===== config.mk =====
export PLATFORM = sky130hd
export DESIGN_NAME = mem_stage_flat
export DESIGN_NICKNAME = d
export VERILOG_FILES = /design/src/rtl/mem_pkg.sv /design/src/rtl/mem_stage_if.sv /design/src/rtl/load_store_align.sv /design/src/rtl/mem_stage.sv /design/src/flat_wrapper.sv
export SDC_FILE = /design/constraint.sdc
export NUM_CORES = 1
export LEC_CHECK = 0
export ABC_AREA = 1
export CAP_MARGIN = 20
export CORE_MARGIN = 4
export CORE_UTILIZATION = 30
export DETAILED_ROUTE_END_ITERATION = 10
export PLACE_DENSITY = 0.76
export SKIP_LAST_GASP = 1
export SYNTH_ARGS = -nofsm -noshare
export SYNTH_HDL_FRONTEND = slang
export SYNTH_HIERARCHICAL = 1
export SYNTH_SLANG_ARGS = --single-unit

===== constraint.sdc =====
create_clock -name clk -period 2.44 [get_ports clk]
set_clock_uncertainty 0.05 [all_clocks]
set_input_delay 0.488 -clock clk [delete_from_list [all_inputs] [get_ports clk]]
set_output_delay 0.488 -clock clk [all_outputs]
set_load 0.03 [all_outputs]

===== src/rtl/mem_pkg.sv =====
`default_nettype none
// ============================================================================
//  Module  : mem_pkg
//  Purpose : Shared definitions for the memory (M) pipeline stage: the
//            access FSM state type and the Funct3 load/store encodings.
//  Ports   : none (package)
//  Rev     : 1.0  initial release
// ============================================================================
package mem_pkg;

    // Access FSM states, explicitly encoded.
    typedef enum logic [1:0] {
        ST_IDLE = 2'd0,
        ST_REQ  = 2'd1,
        ST_DONE = 2'd2
    } mem_state_t;

    // Load encodings of Funct3.
    localparam logic [2:0] c_F3_LB  = 3'b000;
    localparam logic [2:0] c_F3_LH  = 3'b001;
    localparam logic [2:0] c_F3_LW  = 3'b010;
    localparam logic [2:0] c_F3_LBU = 3'b100;
    localparam logic [2:0] c_F3_LHU = 3'b101;

    // Store encodings of Funct3 (share codes with the signed loads).
    localparam logic [2:0] c_F3_SB  = 3'b000;
    localparam logic [2:0] c_F3_SH  = 3'b001;
    localparam logic [2:0] c_F3_SW  = 3'b010;

    // Data bus geometry.
    localparam int c_XLEN  = 32;
    localparam int c_NBYTE = 4;

endpackage : mem_pkg
`default_nettype wire


===== src/rtl/mem_stage_if.sv =====
`default_nettype none
// ============================================================================
//  Module  : mem_stage_if
//  Purpose : Data-memory request/acknowledge bus between the M stage and
//            the data memory.
//  Signals : dmem_req   - request valid, held until dmem_ack
//            dmem_we    - write enable (store)
//            dmem_addr  - word-aligned byte address
//            dmem_wdata - store data, already replicated into byte lanes
//            dmem_be    - byte-lane enables
//            dmem_rdata - read word returned with dmem_ack
//            dmem_ack   - transaction complete
//  Modports: master (M stage), slave (memory)
//  Rev     : 1.0  initial release
// ============================================================================
interface mem_stage_if;

    logic        dmem_req;
    logic        dmem_we;
    logic [31:0] dmem_addr;
    logic [31:0] dmem_wdata;
    logic [3:0]  dmem_be;
    logic [31:0] dmem_rdata;
    logic        dmem_ack;

    modport master (
        output dmem_req,
        output dmem_we,
        output dmem_addr,
        output dmem_wdata,
        output dmem_be,
        input  dmem_rdata,
        input  dmem_ack
    );

    modport slave (
        input  dmem_req,
        input  dmem_we,
        input  dmem_addr,
        input  dmem_wdata,
        input  dmem_be,
        output dmem_rdata,
        output dmem_ack
    );

endinterface : mem_stage_if
`default_nettype wire


===== src/rtl/load_store_align.sv =====
`default_nettype none
// ============================================================================
//  Module  : load_store_align
//  Purpose : Purely combinational byte-lane steering for the M stage.
//            Stores: byte enables and lane-replicated write data.
//            Loads : byte/half/word selection and sign/zero extension.
//            Also flags misaligned or unsupported accesses.
//  Ports   : funct3      in  3   access size/sign
//            addr_lo     in  2   low address bits
//            is_load     in  1   load request
//            is_store    in  1   store request
//            store_data  in  32  raw store data
//            load_word   in  32  word returned by memory
//            byte_en     out 4   byte-lane enables
//            store_lanes out 32  replicated store data
//            load_data   out 32  extended load result
//            access_err  out 1   misaligned / illegal / load+store
//  Rev     : 1.0  initial release
// ============================================================================
module load_store_align
    import mem_pkg::*;
(
    input  logic [2:0]  funct3,
    input  logic [1:0]  addr_lo,
    input  logic        is_load,
    input  logic        is_store,
    input  logic [31:0] store_data,
    input  logic [31:0] load_word,
    output logic [3:0]  byte_en,
    output logic [31:0] store_lanes,
    output logic [31:0] load_data,
    output logic        access_err
);

    logic [7:0]  w_byte;
    logic [15:0] w_half;

    // Lane selection for sub-word loads.
    always_comb begin
        w_byte = load_word[7:0];
        case (addr_lo)
            2'd0:    w_byte = load_word[7:0];
            2'd1:    w_byte = load_word[15:8];
            2'd2:    w_byte = load_word[23:16];
            default: w_byte = load_word[31:24];
        endcase
        w_half = addr_lo[1] ? load_word[31:16] : load_word[15:0];
    end

    always_comb begin
        byte_en     = 4'b0000;
        store_lanes = 32'h0;
        load_data   = 32'h0;
        access_err  = 1'b0;

        // Signed-load codes double as the store codes (SB/SH/SW).
        case (funct3)
            c_F3_LB: begin
                byte_en     = 4'b0001 << addr_lo;
                store_lanes = {4{store_data[7:0]}};
                load_data   = {{24{w_byte[7]}}, w_byte};
            end
            c_F3_LH: begin
                byte_en     = 4'b0011 << {addr_lo[1], 1'b0};
                store_lanes = {2{store_data[15:0]}};
                load_data   = {{16{w_half[15]}}, w_half};
                access_err  = addr_lo[0];
            end
            c_F3_LW: begin
                byte_en     = 4'b1111;
                store_lanes = store_data;
                load_data   = load_word;
                access_err  = |addr_lo;
            end
            c_F3_LBU: begin
                byte_en     = 4'b0001 << addr_lo;
                load_data   = {24'h0, w_byte};
                // Unsigned variants exist only for loads.
                access_err  = is_store;
            end
            c_F3_LHU: begin
                byte_en     = 4'b0011 << {addr_lo[1], 1'b0};
                load_data   = {16'h0, w_half};
                access_err  = is_store | addr_lo[0];
            end
            default: begin
                access_err  = 1'b1;
            end
        endcase

        if (is_load && is_store) begin
            access_err = 1'b1;
        end
        if (!is_load && !is_store) begin
            access_err = 1'b0;
        end
    end

endmodule : load_store_align
`default_nettype wire


===== src/rtl/mem_stage.sv =====
`default_nettype none
// ============================================================================
//  Module  : mem_stage
//  Purpose : Memory stage of the pipeline. Issues load/store transactions on
//            a req/ack data bus, stalls the pipeline while a transaction is
//            outstanding, extends returned load data and qualifies the
//            register-write enable.
//  Ports   : clk, rst              clock, asynchronous active-high reset
//            ValidM                M stage holds a real instruction
//            MemWriteM, MemReadM   store / load request
//            Funct3M               access size/sign
//            ALUResultM            byte address
//            WriteDataM            store data
//            RegWriteM             register write request
//            ReadDataM             extended load data (valid in DONE)
//            RegWriteQualM         qualified register write enable
//            StallM                freeze upstream pipeline registers
//            MemErrM               misaligned or illegal access
//            dmem                  data-memory bus (master side)
//  Rev     : 1.0  initial release
// ============================================================================
module mem_stage
    import mem_pkg::*;
(
    input  logic                clk,
    input  logic                rst,
    input  logic                ValidM,
    input  logic                MemWriteM,
    input  logic                MemReadM,
    input  logic [2:0]          Funct3M,
    input  logic [31:0]         ALUResultM,
    input  logic [31:0]         WriteDataM,
    input  logic                RegWriteM,
    output logic [31:0]         ReadDataM,
    output logic                RegWriteQualM,
    output logic                StallM,
    output logic                MemErrM,
    mem_stage_if.master         dmem
);

    mem_state_t  state_q, state_d;
    logic [31:0] rdata_q, rdata_d;

    logic        w_mem_op;
    logic        w_access;
    logic        w_align_err;
    logic        w_req;
    logic        w_stall;
    logic [3:0]  w_be;
    logic [31:0] w_lanes;
    logic [31:0] w_load_data;

    // ------------------------------------------------------------------
    // Byte-lane steering; the load path works on the captured word so the
    // result is stable during DONE.
    // ------------------------------------------------------------------
    load_store_align u_align (
        .funct3      (Funct3M),
        .addr_lo     (ALUResultM[1:0]),
        .is_load     (MemReadM),
        .is_store    (MemWriteM),
        .store_data  (WriteDataM),
        .load_word   (rdata_q),
        .byte_en     (w_be),
        .store_lanes (w_lanes),
        .load_data   (w_load_data),
        .access_err  (w_align_err)
    );

    assign w_mem_op = ValidM & (MemReadM | MemWriteM);
    assign MemErrM  = w_mem_op & w_align_err;
    assign w_access = w_mem_op & ~MemErrM;

    // ------------------------------------------------------------------
    // State and capture registers
    // ------------------------------------------------------------------
    always_ff @(posedge clk or posedge rst) begin
        if (rst) begin
            state_q <= ST_IDLE;
            rdata_q <= 32'h0;
        end else begin
            state_q <= state_d;
            rdata_q <= rdata_d;
        end
    end

    // ------------------------------------------------------------------
    // Next state and outputs
    // ------------------------------------------------------------------
    always_comb begin
        state_d   = state_q;
        rdata_d   = rdata_q;
        w_req     = 1'b0;
        w_stall   = 1'b0;
        ReadDataM = 32'h0;

        case (state_q)
            ST_IDLE: begin
                // Stall already in the cycle the access is recognised so
                // the instruction stays put while the bus is busy.
                w_stall = w_access;
                if (w_access) begin
                    state_d = ST_REQ;
                end
            end
            ST_REQ: begin
                w_req   = 1'b1;
                w_stall = 1'b1;
                if (dmem.dmem_ack) begin
                    state_d = ST_DONE;
                    rdata_d = dmem.dmem_rdata;
                end
            end
            ST_DONE: begin
                // Pipeline advances this cycle with the loaded value.
                ReadDataM = w_load_data;
                state_d   = ST_IDLE;
            end
            default: begin
                state_d = ST_IDLE;
            end
        endcase
    end

    // Reset must silence the stall and write enable immediately, even while
    // the M-stage inputs still describe a memory access.
    assign StallM        = w_stall & ~rst;
    assign RegWriteQualM = RegWriteM & ValidM & ~StallM & ~MemErrM & ~rst;

    // Address/data come straight from the M-stage inputs, which are frozen
    // by StallM for as long as the request is outstanding.
    assign dmem.dmem_req   = w_req;
    assign dmem.dmem_we    = w_req & MemWriteM;
    assign dmem.dmem_addr  = {ALUResultM[31:2], 2'b00};
    assign dmem.dmem_wdata = w_lanes;
    assign dmem.dmem_be    = w_be;

endmodule : mem_stage
`default_nettype wire


===== src/flat_wrapper.sv =====
// flat-port wrapper written by rule: the top's interface ports become plain ports
module mem_stage_flat import mem_pkg::*;
  (clk, rst, ValidM, MemWriteM, MemReadM, Funct3M, ALUResultM, WriteDataM, RegWriteM, ReadDataM, RegWriteQualM, StallM, MemErrM, dmem_dmem_req, dmem_dmem_we, dmem_dmem_addr, dmem_dmem_wdata, dmem_dmem_be, dmem_dmem_rdata, dmem_dmem_ack);
  mem_stage_if dmem_i ();
  input  logic clk;
  input  logic rst;
  input  logic ValidM;
  input  logic MemWriteM;
  input  logic MemReadM;
  input  logic [2:0] Funct3M;
  input  logic [31:0] ALUResultM;
  input  logic [31:0] WriteDataM;
  input  logic RegWriteM;
  output logic [31:0] ReadDataM;
  output logic RegWriteQualM;
  output logic StallM;
  output logic MemErrM;
  output wire logic [$bits(dmem_i.dmem_req)-1:0] dmem_dmem_req;
  output wire logic [$bits(dmem_i.dmem_we)-1:0] dmem_dmem_we;
  output wire logic [$bits(dmem_i.dmem_addr)-1:0] dmem_dmem_addr;
  output wire logic [$bits(dmem_i.dmem_wdata)-1:0] dmem_dmem_wdata;
  output wire logic [$bits(dmem_i.dmem_be)-1:0] dmem_dmem_be;
  input wire logic [$bits(dmem_i.dmem_rdata)-1:0] dmem_dmem_rdata;
  input wire logic [$bits(dmem_i.dmem_ack)-1:0] dmem_dmem_ack;
  assign dmem_dmem_req = dmem_i.dmem_req;
  assign dmem_dmem_we = dmem_i.dmem_we;
  assign dmem_dmem_addr = dmem_i.dmem_addr;
  assign dmem_dmem_wdata = dmem_i.dmem_wdata;
  assign dmem_dmem_be = dmem_i.dmem_be;
  assign dmem_i.dmem_rdata = dmem_dmem_rdata;
  assign dmem_i.dmem_ack = dmem_dmem_ack;
  mem_stage u_core (.clk(clk), .rst(rst), .ValidM(ValidM), .MemWriteM(MemWriteM), .MemReadM(MemReadM), .Funct3M(Funct3M), .ALUResultM(ALUResultM), .WriteDataM(WriteDataM), .RegWriteM(RegWriteM), .ReadDataM(ReadDataM), .RegWriteQualM(RegWriteQualM), .StallM(StallM), .MemErrM(MemErrM), .dmem(dmem_i));
endmodule

==> impl_metrics.json <==
{
  "outcome": "finished, final reports clean",
  "drive_gt1_frac": 0.274,
  "crit_type": "in2out",
  "synthesis.instances": 578,
  "critical_path_required_ns": 1.90,
  "p_leak_nw": 2.93,
  "max_freq_mhz": 418,
  "ys_warn_count": 6,
  "grtUsageTotal": 0.181,
  "core_um2": 10900,
  "drtIter0Drc": 335,
  "startpoint_type": "input port",
  "crit_fanout": 7,
  "report.final.slew_viol_count": 0,
  "num_rows": 38,
  "irDropWorstVdd_mv": 0.307,
  "avgSynthCellArea_um2": 5.79,
  "arrival_ns": 1.85,
  "gp_congestion": 0.903,
  "utilization": 0.517,
  "drcViolationCount": 0,
  "synth_seq_cells": 34,
  "clk_latency_ns": 0.28,
  "cts_root_buffer": "clkbuf_8",
  "final_antenna_net_count": 0,
  "hold_ws_ns": 0.456,
  "hpwl_mm": 9.72,
  "rsz0062_at_grt": "yes",
  "r2r_slack_ns": 0.49,
  "syn2layout_area_growth_pct": 68.0,
  "antenna_found_initial": 0,
  "ctsHoldBuffers": 0,
  "pin_count": 211,
  "clockBufferDepth": 2,
  "vias": 3947,
  "ys_types": 27,
  "period_share": 0.980,
  "fin_crit_ns": 2.39,
  "stdcell_count": 876,
  "end_kind": "primary output",
  "cts_buffers": 5,
  "antenna_cells": 0,
  "dr.pass1.iters": 5,
  "grt-ovfl-total": 0,
  "routed_wl_mm": 12.4,
  "fillCellCount": 1089,
  "cts_tree": "yes",
  "p_per_area_nw_per_um2": 501,
  "wl_per_cell_um": 14.1,
  "dieArea_um2": 12900,
  "cts_sinks": 34,
  "cts_max_level": 2,
  "die_h_um": 114,
  "final_common_cell": "nand2_1",
  "drv_cap": 0,
  "syn-cell-area_um2": 3350,
  "path_clk_slew_ns": 0.07,
  "dp.cells": 855,
  "placement.io_buffers": 148,
  "nets": 841,
  "synth_top_area_cell": "nand2_1",
  "die_w_um": 114,
  "synth_top_area_frac": 0.261,
  "grt_pass1_vias": 3705,
  "grt_start_max_net_pins": 35,
  "setup_viol": 0,
  "grt_pass1_wl_mm": 18.7,
  "via_per_inst": 4.51,
  "final_cell_mix": "nand2_1 (232), inv_1 (83), buf_4 (79), clkdlybuf4s50_1 (69), buf_12 (42)",
  "fin_area_um2": 5620,
  "final_hold_viol_count": 0,
  "initial_core_util": 0.308,
  "yosysSeqAreaShare": 0.254,
  "worstHoldPathType": "reg2reg",
  "synthTopCellsByArea": "nand2_1 (26%), dfrtp_1 (25%), inv_1 (9.5%)",
  "placedInstanceArea_um2": 5250
}
## worst max-delay path: stages
cell           delay [ns]
dlygate4sd2_1        0.26
buf_6                0.14
nor2_4               0.09
nand2_2              0.08
nand3_4              0.10
nand3_4              0.11
buf_12               0.15
nand2_1              0.06
inv_1                0.05
nor2_2               0.11
buf_6                0.12
buf_12               0.11
## per-layer routing
layer  track usage  up-vias  wire length, µm
met2         0.329      178             6110
met5             0        -                0
met4        0.0617        0              342
met1         0.208     1734             4710
li1              -     2005                -
met3        0.0403       30             1190
## state kept, by name, indices dropped and copies added (netlist names)
name	cells
u_core/state_q	2
u_core/rdata_q	32
## per-stage QoR
stage	TNS (ns)	setup slack, ns	power (mW)
floorplan	0	0.159	1.76
global placement	-11.91	-0.283	2.21
detailed placement	-11.50	-0.296	2.23
CTS	0	0.00978	2.78
global route	-0.201	-0.0527	3.00
finish	0	0.0491	2.82
## kinds of logic after synthesis
logic type	after synthesis	share of synthesized area
compound gates	49	0.0785
other cells	1	0.00112
simple gates	348	0.436
flops	34	0.254
buf+inv	146	0.230
## cell usage after synthesis
| cell type | instances |
|---|---|
| buf_4 | 36 |
| o211ai_1 | 5 |
| nor2_1 | 61 |
| o21ai_1 | 3 |
| nand2_2 | 17 |
| nand2_1 | 233 |
| conb_1 | 1 |
| dfrtp_1 | 34 |
| nand2_4 | 1 |
| nor2_4 | 4 |
| nor2_8 | 1 |
| clkinv_1 | 1 |
| nand3_1 | 27 |
| buf_6 | 7 |
| nand3_4 | 1 |
| buf_12 | 1 |
| inv_2 | 4 |
| o31ai_1 | 2 |
| nand3_2 | 1 |
| a21oi_1 | 19 |
| buf_2 | 10 |
| o21ai_0 | 20 |
| clkbuf_1 | 1 |
| nor2_2 | 1 |
| and3_1 | 1 |
| inv_1 | 85 |
| inv_6 | 1 |
## report_power, final
group | switching, mW | internal (mW)
registers | 0.230 | 0.784
logic | 0.720 | 0.572
clock network | 0.207 | 0.305
## worst paths after layout
path	cells after the start	startpoint	endpoint
min in group asynchronous	3	rst	u_core/state_q[0]
max in group asynchronous	3	rst	u_core/rdata_q[27]
max	12	ALUResultM[1]	ReadDataM[14]
max reg2reg	13	u_core/state_q[1]	u_core/state_q[0]
min reg2reg	2	u_core/rdata_q[27]	u_core/rdata_q[27]
min	2	u_core/rdata_q[27]	u_core/rdata_q[27]
## timing repair
item | 4_1_cts | 5_1_grt
pin swaps | 1 | 9
setup buffers | 8 | 5
endpoints found under the setup margin | 71 | 35
resized for setup | 35 | 35
endpoints found under the hold margin | 0 | 0
gates cloned | 0 | 1
## final cells by class
| type | count | area [µm²] | area share |
|---|---|---|---|
| timing repair buffer | 203 | 2250 | 0.401 |
| multi-input combinational | 400 | 1880 | 0.335 |
| sequential | 34 | 851 | 0.151 |
| inverter | 91 | 353 | 0.0627 |
| tap | 140 | 175 | 0.0311 |
| clock buffer | 6 | 72.6 | 0.0129 |
| clock inverter | 2 | 37.5 | 0.00667 |
Power figures use the tool's default switching activity.
